`config.mk`:
```
export PLATFORM = sky130hd
export DESIGN_NAME = alu_result_serializer
export DESIGN_NICKNAME = d
export VERILOG_FILES = /design/src/rtl/alu_result_serializer.sv
export SDC_FILE = /design/constraint.sdc
export NUM_CORES = 1
export LEC_CHECK = 0
export ABC_AREA = 0
export BUFFER_PORTS_ARGS = -buffer_cell sky130_fd_sc_hd__buf_2
export CELL_PAD_IN_SITES_DETAIL_PLACEMENT = 1
export CELL_PAD_IN_SITES_GLOBAL_PLACEMENT = 1
export CORE_MARGIN = 2
export CORE_UTILIZATION = 40
export CTS_BUF_LIST = sky130_fd_sc_hd__clkbuf_4 sky130_fd_sc_hd__clkbuf_8
export DETAILED_ROUTE_END_ITERATION = 12
export GPL_TIMING_DRIVEN = 0
export HOLD_SLACK_MARGIN = 0.06
export PLACE_DENSITY = 0.86
export SLEW_MARGIN = 20
export SYNTH_ARGS = -nofsm -noshare
export SYNTH_HDL_FRONTEND = slang
export SYNTH_SLANG_ARGS = --single-unit
```
`constraint.sdc`:
```
create_clock -name clk -period 1.46 [get_ports clk]
set_input_delay 0.292 -clock clk [delete_from_list [all_inputs] [get_ports clk]]
set_output_delay 0.292 -clock clk [all_outputs]
set_load 0.05 [all_outputs]
```
`src/rtl/alu_result_serializer.sv`:
```
// alu_result_serializer: captures one ALU result by valid/ready handshake and shifts it out
// MSB-first as a {marker, zero, carry, result} frame, counting completed frames.
module alu_result_serializer #(
   parameter int DATA_W  = 8,
   parameter int CLK_DIV = 4
) (
   input  logic              clk,
   input  logic              rst,
   input  logic              in_valid,
   output logic              in_ready,
   input  logic [DATA_W-1:0] in_result,
   input  logic              in_carry,
   input  logic              in_zero,
   output logic              ser_out,
   output logic              ser_frame,
   output logic              done,
   output logic [7:0]        frame_cnt
);
   localparam int W  = DATA_W + 3;
   localparam int BW = $clog2(W);
   typedef enum logic [1:0] {IDLE, SHIFT, DONE} state_t;
   state_t        state, state_nxt;
   logic [W-1:0]  sreg, sreg_nxt;
   logic [BW-1:0] bit_cnt, bit_nxt;
   logic [7:0]    div, div_nxt;
   logic          bit_end;
   always_comb begin
      state_nxt = state;
      sreg_nxt  = sreg;
      bit_nxt   = bit_cnt;
      div_nxt   = div;
      bit_end   = div == 8'(CLK_DIV - 1);
      if (state == IDLE && in_valid && in_ready) begin
         state_nxt = SHIFT;
         sreg_nxt  = {1'b1, in_zero, in_carry, in_result};
         bit_nxt   = '0;
         div_nxt   = '0;
      end else if (state == SHIFT) begin
         div_nxt = bit_end ? 8'd0 : div + 8'd1;
         if (bit_end && bit_cnt == BW'(W - 1))
            state_nxt = DONE;
         else if (bit_end) begin
            bit_nxt  = bit_cnt + BW'(1);
            sreg_nxt = sreg << 1;
         end
      end else if (state == DONE)
         state_nxt = IDLE;
   end
   // outputs are registered from the next state so they line up with the state they describe
   always_ff @(posedge clk) begin
      if (rst) begin
         state     <= IDLE;
         sreg      <= '0;
         bit_cnt   <= '0;
         div       <= '0;
         in_ready  <= 1'b1;
         ser_out   <= 1'b0;
         ser_frame <= 1'b0;
         done      <= 1'b0;
         frame_cnt <= '0;
      end else begin
         state     <= state_nxt;
         sreg      <= sreg_nxt;
         bit_cnt   <= bit_nxt;
         div       <= div_nxt;
         in_ready  <= state_nxt == IDLE;
         ser_frame <= state_nxt == SHIFT;
         ser_out   <= state_nxt == SHIFT && sreg_nxt[W-1];
         done      <= state_nxt == DONE;
         frame_cnt <= frame_cnt + 8'(state == DONE);
      end
   end
endmodule

```
==> summary.md, run 1 <==
| Metric | Value |
|---|---|
| Synth async-reset ratio | `0%` |
| EDFF count, synth | `0` |
| Slew headroom | `55.7%` |
| Setup violators final | `27` |
| Syn. warnings | `0` |
| Place WS | `-279 ps` |
| Core Area | `3970 um2` |
| Critical path capture point type | `register` |
| Min Tclk post-route | `1670 ps` |
| Final instance area | `2310 um2` |
| Number of antenna diodes | `0` |
| Max Cap Violations | `0` |
| Worst hold path class | `input port to register` |
| TNS Setup | `-3410 ps` |
| H-tree levels | `2` |
| Failing checks | `setup timing` |
| Vias/cell | `5.18` |
| Mapped Area | `1630 um2` |
| Share of cells above drive strength 1 | `44.7%` |
| Required @ worst endpoint | `1660 ps` |
| Vias | `1441` |
| Synth Flop Type | `dfxtp_1` |
| First-pass GRT wire length | `7.20 mm` |
| Setup Crit Path Kind | `register to register` |
| Actual slew at the worst max-slew pin | `665 ps` |
| Largest net degree at the start of global routing | `12` |
| #FFs+latches synth | `37` |
| Clock skew | `8.99 ps` |
| Worst-path clk slew | `70 ps` |
| DRT iter0 DRCs | `37` |
| Post-route clock period utilization | `114%` |
| Grt ovf | `0` |
| Status | `finished with violations` |
| Net Count, Synth | `192` |
| CP startpoint kind | `register` |
| Number of global-route vias before repair | `1539` |
| CP arrival | `1870 ps` |
| Area delta synth->final | `41.6%` |
| Root Buffer | `clkbuf_8` |
| Max FO, Critical Path | `5` |
| Post-synth cell types | `38` |
| Drt first pass iters | `4` |
| Hold Violations, Final | `0` |
| CTS buffer count | `5` |
| Row count | `23` |
| Post-synthesis sequential area ratio | `45.4%` |
| Leak | `0.931 nW` |
| Final RePlAce weighted congestion | `0.726` |
| CTS tree | `yes` |
| Antenna-violating nets left | `0` |
| CTS sink count | `37` |
| RSZ-0062 raised after global routing | `true` |
| Syn Inst Count | `174` |
| Setup WS post-layout | `-207 ps` |
| PD cells | `913 nW/um2` |
| Tot GR Track Use | `21.6%` |
| Syn avg cell area | `9.38 um2` |
| DRC viols | `0` |
| Max frequency | `0.600 GHz` |
| Port bufs | `24` |
| Placed Area | `1860 um2` |
| DIE WIDTH | `67.9 um` |
| CTS Buffer Depth | `2` |
| Final wirelength | `4.42 mm` |
| Starting Density | `41.1%` |
| Top-Level Pins | `25` |
| DIE AREA | `4610 um2` |
| Hpwl dp | `2.67 mm` |
| Final slew viol count | `0` |
| Antenna violations before repair | `0` |
| Clk_lat worst skew | `300 ps` |
| Mean routed wirelength per cell | `15.9 um` |
| Die Span Y | `67.9 um` |
| Final #Nets | `245` |
| VDD IR max | `0.640 mV` |
[flip-flops by register name, summed over array words and instances, names as in the netlist]
signal,count
bit_cnt,4
div,8
done,1
frame_cnt,8
in_ready,1
ser_frame,1
ser_out,1
sreg,11
state,2
[worst paths after layout]
| path | from | to | slack [ps] | cells past startpoint |
|---|---|---|---|---|
| worst max-delay path | div[1] | sreg[4] | -210 | 8 |
| worst min-delay path | in_result[0] | sreg[0] | 300 | 3 |
| worst max register to register | div[1] | sreg[4] | -210 | 8 |
| worst min register to register | sreg[0] | sreg[0] | 480 | 2 |
[repair_timing]
action / in CTS / in global routing
resized for setup: 29 / 20
setup endpoints to repair: 33 / 32
gates cloned: 1 / 0
hold buffers: 0 / 0
setup buffers: 18 / 3
pin swaps: 14 / 7
[routing by layer]
layer / global-route usage, % / part of all wire [%] / vias up
met5: 0 / 0 / -
met4: 6.50 / 1.2 / 0
met3: 5.43 / 2.8 / 6
met2: 39.7 / 54 / 20
met1: 24.5 / 42 / 700
li1: - / - / 715
[cell usage after synthesis (2+ instances only)]
master    instances  area, um2
dfxtp_1          37        741
nor2_1           27        101
nand2_1          14       52.6
a21oi_1          13       65.1
xor2_1           10       87.6
a211oi_1          9       67.6
nand3_1           6       30.0
and3_1            5       31.3
ha_1              5       62.6
inv_1             5       18.8
nand4_1           5       31.3
nor2b_1           4       25.0
xnor2_1           4       35.0
clkbuf_1          3       11.3
buf_2             2       10.0
mux2i_1           2       20.0
nand3b_1          2       15.0
[per-stage QoR]
stage	hold slack [ps]	power, mW	instances	util [%]
2_1_floorplan	419	1.23	174	-
3_3_place_gp	453	1.28	248	46.8
3_5_place_dp	463	1.29	248	46.8
4_1_cts	249	2.11	275	55.7
5_1_grt	285	2.21	278	58.2
6_report	299	2.11	278	58.2
[report_power, final]
part / internal [mW] / switching, mW / total (mW)
registers: 1.04 / 0.0305 / 1.07
logic: 0.0985 / 0.146 / 0.245
clock network: 0.427 / 0.363 / 0.789
[cells in the final DEF, fill, tap and decap left out, types with 2 or more instances in the layout]
cell type	n
buf_6	8
a211oi_2	8
a21oi_1	7
nand3b_1	2
clkbuf_1	2
buf_2	24
nand4_1	5
xor2_1	10
ha_1	2
and3_1	4
dfxtp_1	30
dfxtp_4	4
nor2b_1	4
nor2_2	2
a21oi_2	6
nand2_1	12
nand3_1	5
buf_4	16
clkbuf_8	7
dfxtp_2	3
ha_4	2
xnor2_1	3
nand2_2	2
inv_1	5
nor2_1	25
[cell families after synthesis]
logic type                 count (synthesis)  share of synthesized area, %
AOI/OAI and AO/OA                         29                          13.1
xor gates and xnor gates                  14                          7.51
adders and majority gates                  5                          3.83
buffers and inverters                     12                          3.83
DFF                                       37                          45.4
muxes                                      2                          1.23
and+or+nand+nor                           75                          25.1
[cell type report]
type | count | area (um2)
plain buffers | 7 | 53.8
repair buffers | 46 | 312
multi-input cells | 125 | 1000
flip-flops and latches | 37 | 759
clock buffers | 7 | 96.3
inverters | 5 | 18.8
clock inverters | 1 | 5.00
well taps | 50 | 62.6
fillers | 455 | 1660
[worst max-delay path: stages (launching register included)]
cell      delay, ps
dfxtp_4         360
ha_4            130
nor4b_4         180
buf_4           160
and4_4          250
buf_8           120
buf_6           130
a21oi_2          60
a211oi_2        200
Power figures use the tool's default switching activity.
==> run 2, diff against run 1 <==
CORE_UTILIZATION = 25   (was 40)
CTS_BUF_LIST = sky130_fd_sc_hd__clkbuf_2   (was sky130_fd_sc_hd__clkbuf_4 sky130_fd_sc_hd__clkbuf_8)
PLACE_DENSITY = 0.62   (was 0.86)
==> summary.md, run 2 (synthesized netlist as in run 1, its figures left out) <==
| Metric | Value |
|---|---|
| Largest register FFs | `11 (unchanged)` |
| CP startpoint kind | `register` |
| Final wirelength | `4.11 mm (-7.1%)` |
| PD cells | `790 nW/um2 (-13%)` |
| Post-route clock period utilization | `113% (-0.76 points)` |
| Worst-path cell chain | `ha_4, nor4b_4, buf_4, and4_4, buf_8, nand2_2, a311oi_2` |
| Starting Density | `25.8% (-15 points)` |
| Max Cap Violations | `0 (unchanged)` |
| Worst-path clk slew | `230 ps (+160 ps)` |
| Setup violators final | `27 (unchanged)` |
| Clk_lat worst skew | `390 ps (+90 ps)` |
| Top-Level Pins | `25 (unchanged)` |
| DRT iter0 DRCs | `18 (-51%)` |
| CTS buffer count | `5 (unchanged)` |
| Setup WS post-layout | `-196 ps (+11.1 ps)` |
| Status | `finished with violations` |
| Placed cells | `275 (+11%)` |
| Required @ worst endpoint | `1790 ps (+130 ps)` |
| Critical path capture point type | `register` |
| CTS sink count | `37 (unchanged)` |
| Largest Register | `sreg` |
| Leak | `0.902 nW (-3.1%)` |
| Hpwl dp | `2.67 mm (+0.36%)` |
| Vias | `1410 (-2.2%)` |
| Mean routed wirelength per cell | `13.7 um (-14%)` |
| CP arrival | `1990 ps (+120 ps)` |
| Max FO, Critical Path | `5 (unchanged)` |
| Hold Violations, Final | `0 (unchanged)` |
| Crit path launch | `div[0]` |
| Setup Crit Path Kind | `register to register` |
| Number of antenna diodes | `0 (unchanged)` |
| Slew headroom | `56.4% (+0.68 points)` |
| First-pass GRT wire length | `6.63 mm (-8.0%)` |
| Placed Area | `1890 um2 (+1.8%)` |
| Internal power consumption | `1.28 mW (-19%)` |
| Min Tclk post-route | `1660 ps (-11.1 ps)` |
| Final #Nets | `241 (-1.6%)` |
| Area delta synth->final | `42.3%` |
| Root Buffer | `clkbuf_2` |
| Clock power frac | `27.2% (-10 points)` |
| Grt ovf | `0 (unchanged)` |
| Comb pwr share | `13.8% (+2.2 points)` |
| CTS Buffer Depth | `2 (unchanged)` |
| Failing checks | `setup timing` |
| Final instance area | `2320 um2 (+0.49%)` |
| Tot GR Track Use | `11.6% (-10 points)` |
| CP max stage cell | `dfxtp_4` |
| DRC viols | `0 (unchanged)` |
| Tot Pwr | `1.83 mW (-13%)` |
| H-tree levels | `2 (unchanged)` |
| Row count | `29 (+26%)` |
| Place WS | `-249 ps (+29.1 ps)` |
| RSZ-0062 raised after global routing | `true` |
| Fin cells | `301 (+8.3%)` |
| Antenna violations before repair | `0 (unchanged)` |
| Hold path start | `in_result[0]` |
| Vias/cell | `4.68 (-9.6%)` |
| Final slew viol count | `0 (unchanged)` |
| Worst hold path class | `input port to register` |
| Core Area | `6310 um2 (+59%)` |
| Drt first pass iters | `4 (unchanged)` |
| CTS tree | `yes` |
| Port bufs | `24 (unchanged)` |
| Clock skew | `28.8 ps (+19.8 ps)` |
| Number of global-route vias before repair | `1438 (-6.6%)` |
| Actual slew at the worst max-slew pin | `655 ps (-10.2 ps)` |
| Final RePlAce weighted congestion | `0.673 (-7.3%)` |
| Max frequency | `0.604 GHz (+0.67%)` |
| Hold-fix buffers, CTS | `0 (unchanged)` |
| Switch share | `30.4% (+4.8 points)` |
| Die Span Y | `84.8 um (+25%)` |
| VDD IR max | `0.395 mV (-38%)` |
| Flop pwr share | `59.0% (+8.0 points)` |
| Most frequent cells in the layout | `dfxtp_1, nor2_1, buf_2` |
| DIE WIDTH | `84.8 um (+25%)` |
| Reg-to-reg startpoint | `div[0]` |
| Largest regs | `sreg (11), div (8), frame_cnt (8)` |
| Largest net degree at the start of global routing | `14 (+2)` |
| Share of cells above drive strength 1 | `46.4% (+1.7 points)` |
| Sw Pwr | `557 uW (+3.2%)` |
| Critical path's largest stage delay | `400 ps (+40 ps)` |
| Most common cell after layout, fill and taps aside | `dfxtp_1` |
| Antenna-violating nets left | `0 (unchanged)` |
| DIE AREA | `7190 um2 (+56%)` |
==> run 2: cell count changes in the layout (fill, tap and decap cells not counted), sizes merged <==
cell    before  now
clkbuf      11   14
inv          5    7
buf         49   40
==> run 2: power groups by stage <==
stage / logic, mW / clock network (mW) / registers, mW
final: 0.253 / 0.499 / 1.08
after global routing: 0.278 / 0.574 / 1.09
after CTS: 0.232 / 0.525 / 1.08
after detailed placement: 0.195 / 0 / 1.10
after global placement: 0.192 / 0 / 1.10
after floorplan: 0.115 / 0 / 1.11
==> run 2: metal layers <==
layer / part of all wire (%) / global-route usage, %
met2: 51 / 19.3
met3: 3.1 / 2.95
met1: 45 / 14.8
met4: 0.46 / 3.17
met5: 0 / 0
==> run 2: cell type report <==
type                       instances  area, um2
buffer                             7       51.3
clock buffer                       5       25.0
clock inverter                     3       20.0
fill                             730       3990
inverter                           5       18.8
multi-input combinational        125       1030
sequential                        37        764
tap                               77       96.3
timing repair buffer              42        315
==> run 2: final timing paths <==
check | end | slack, ps | cells after the start
min reg2reg | sreg[0] | 500 | 2
min | sreg[0] | 110 | 3
max reg2reg | sreg[9] | -200 | 7
max | sreg[9] | -200 | 7
==> run 2: per-stage QoR <==
step           hold slack, ps  setup TNS [ps]  utilization [%]
5_1_grt                  65.8           -4520             36.8
6_report                  109           -3000             36.8
3_3_place_gp              453           -4810             30.0
4_1_cts                  87.3           -2180             34.7
2_1_floorplan             419            -155                -
3_5_place_dp              459           -5210             30.0
==> run 2: timing repair <==
item,in CTS,in global routing
resized for setup,33,25
pin swaps,16,13
cloned,1,0
setup endpoints to repair,35,37
buffers inserted,13,4
==> run 2: worst max-delay path: cells and delay by family, from the launching register on <==
kind            cells  cell delay (ps)
compound gates      1              210
fa+ha+maj           1              130
buf+inv             2              340
flops               1              400
simple gates        3              530
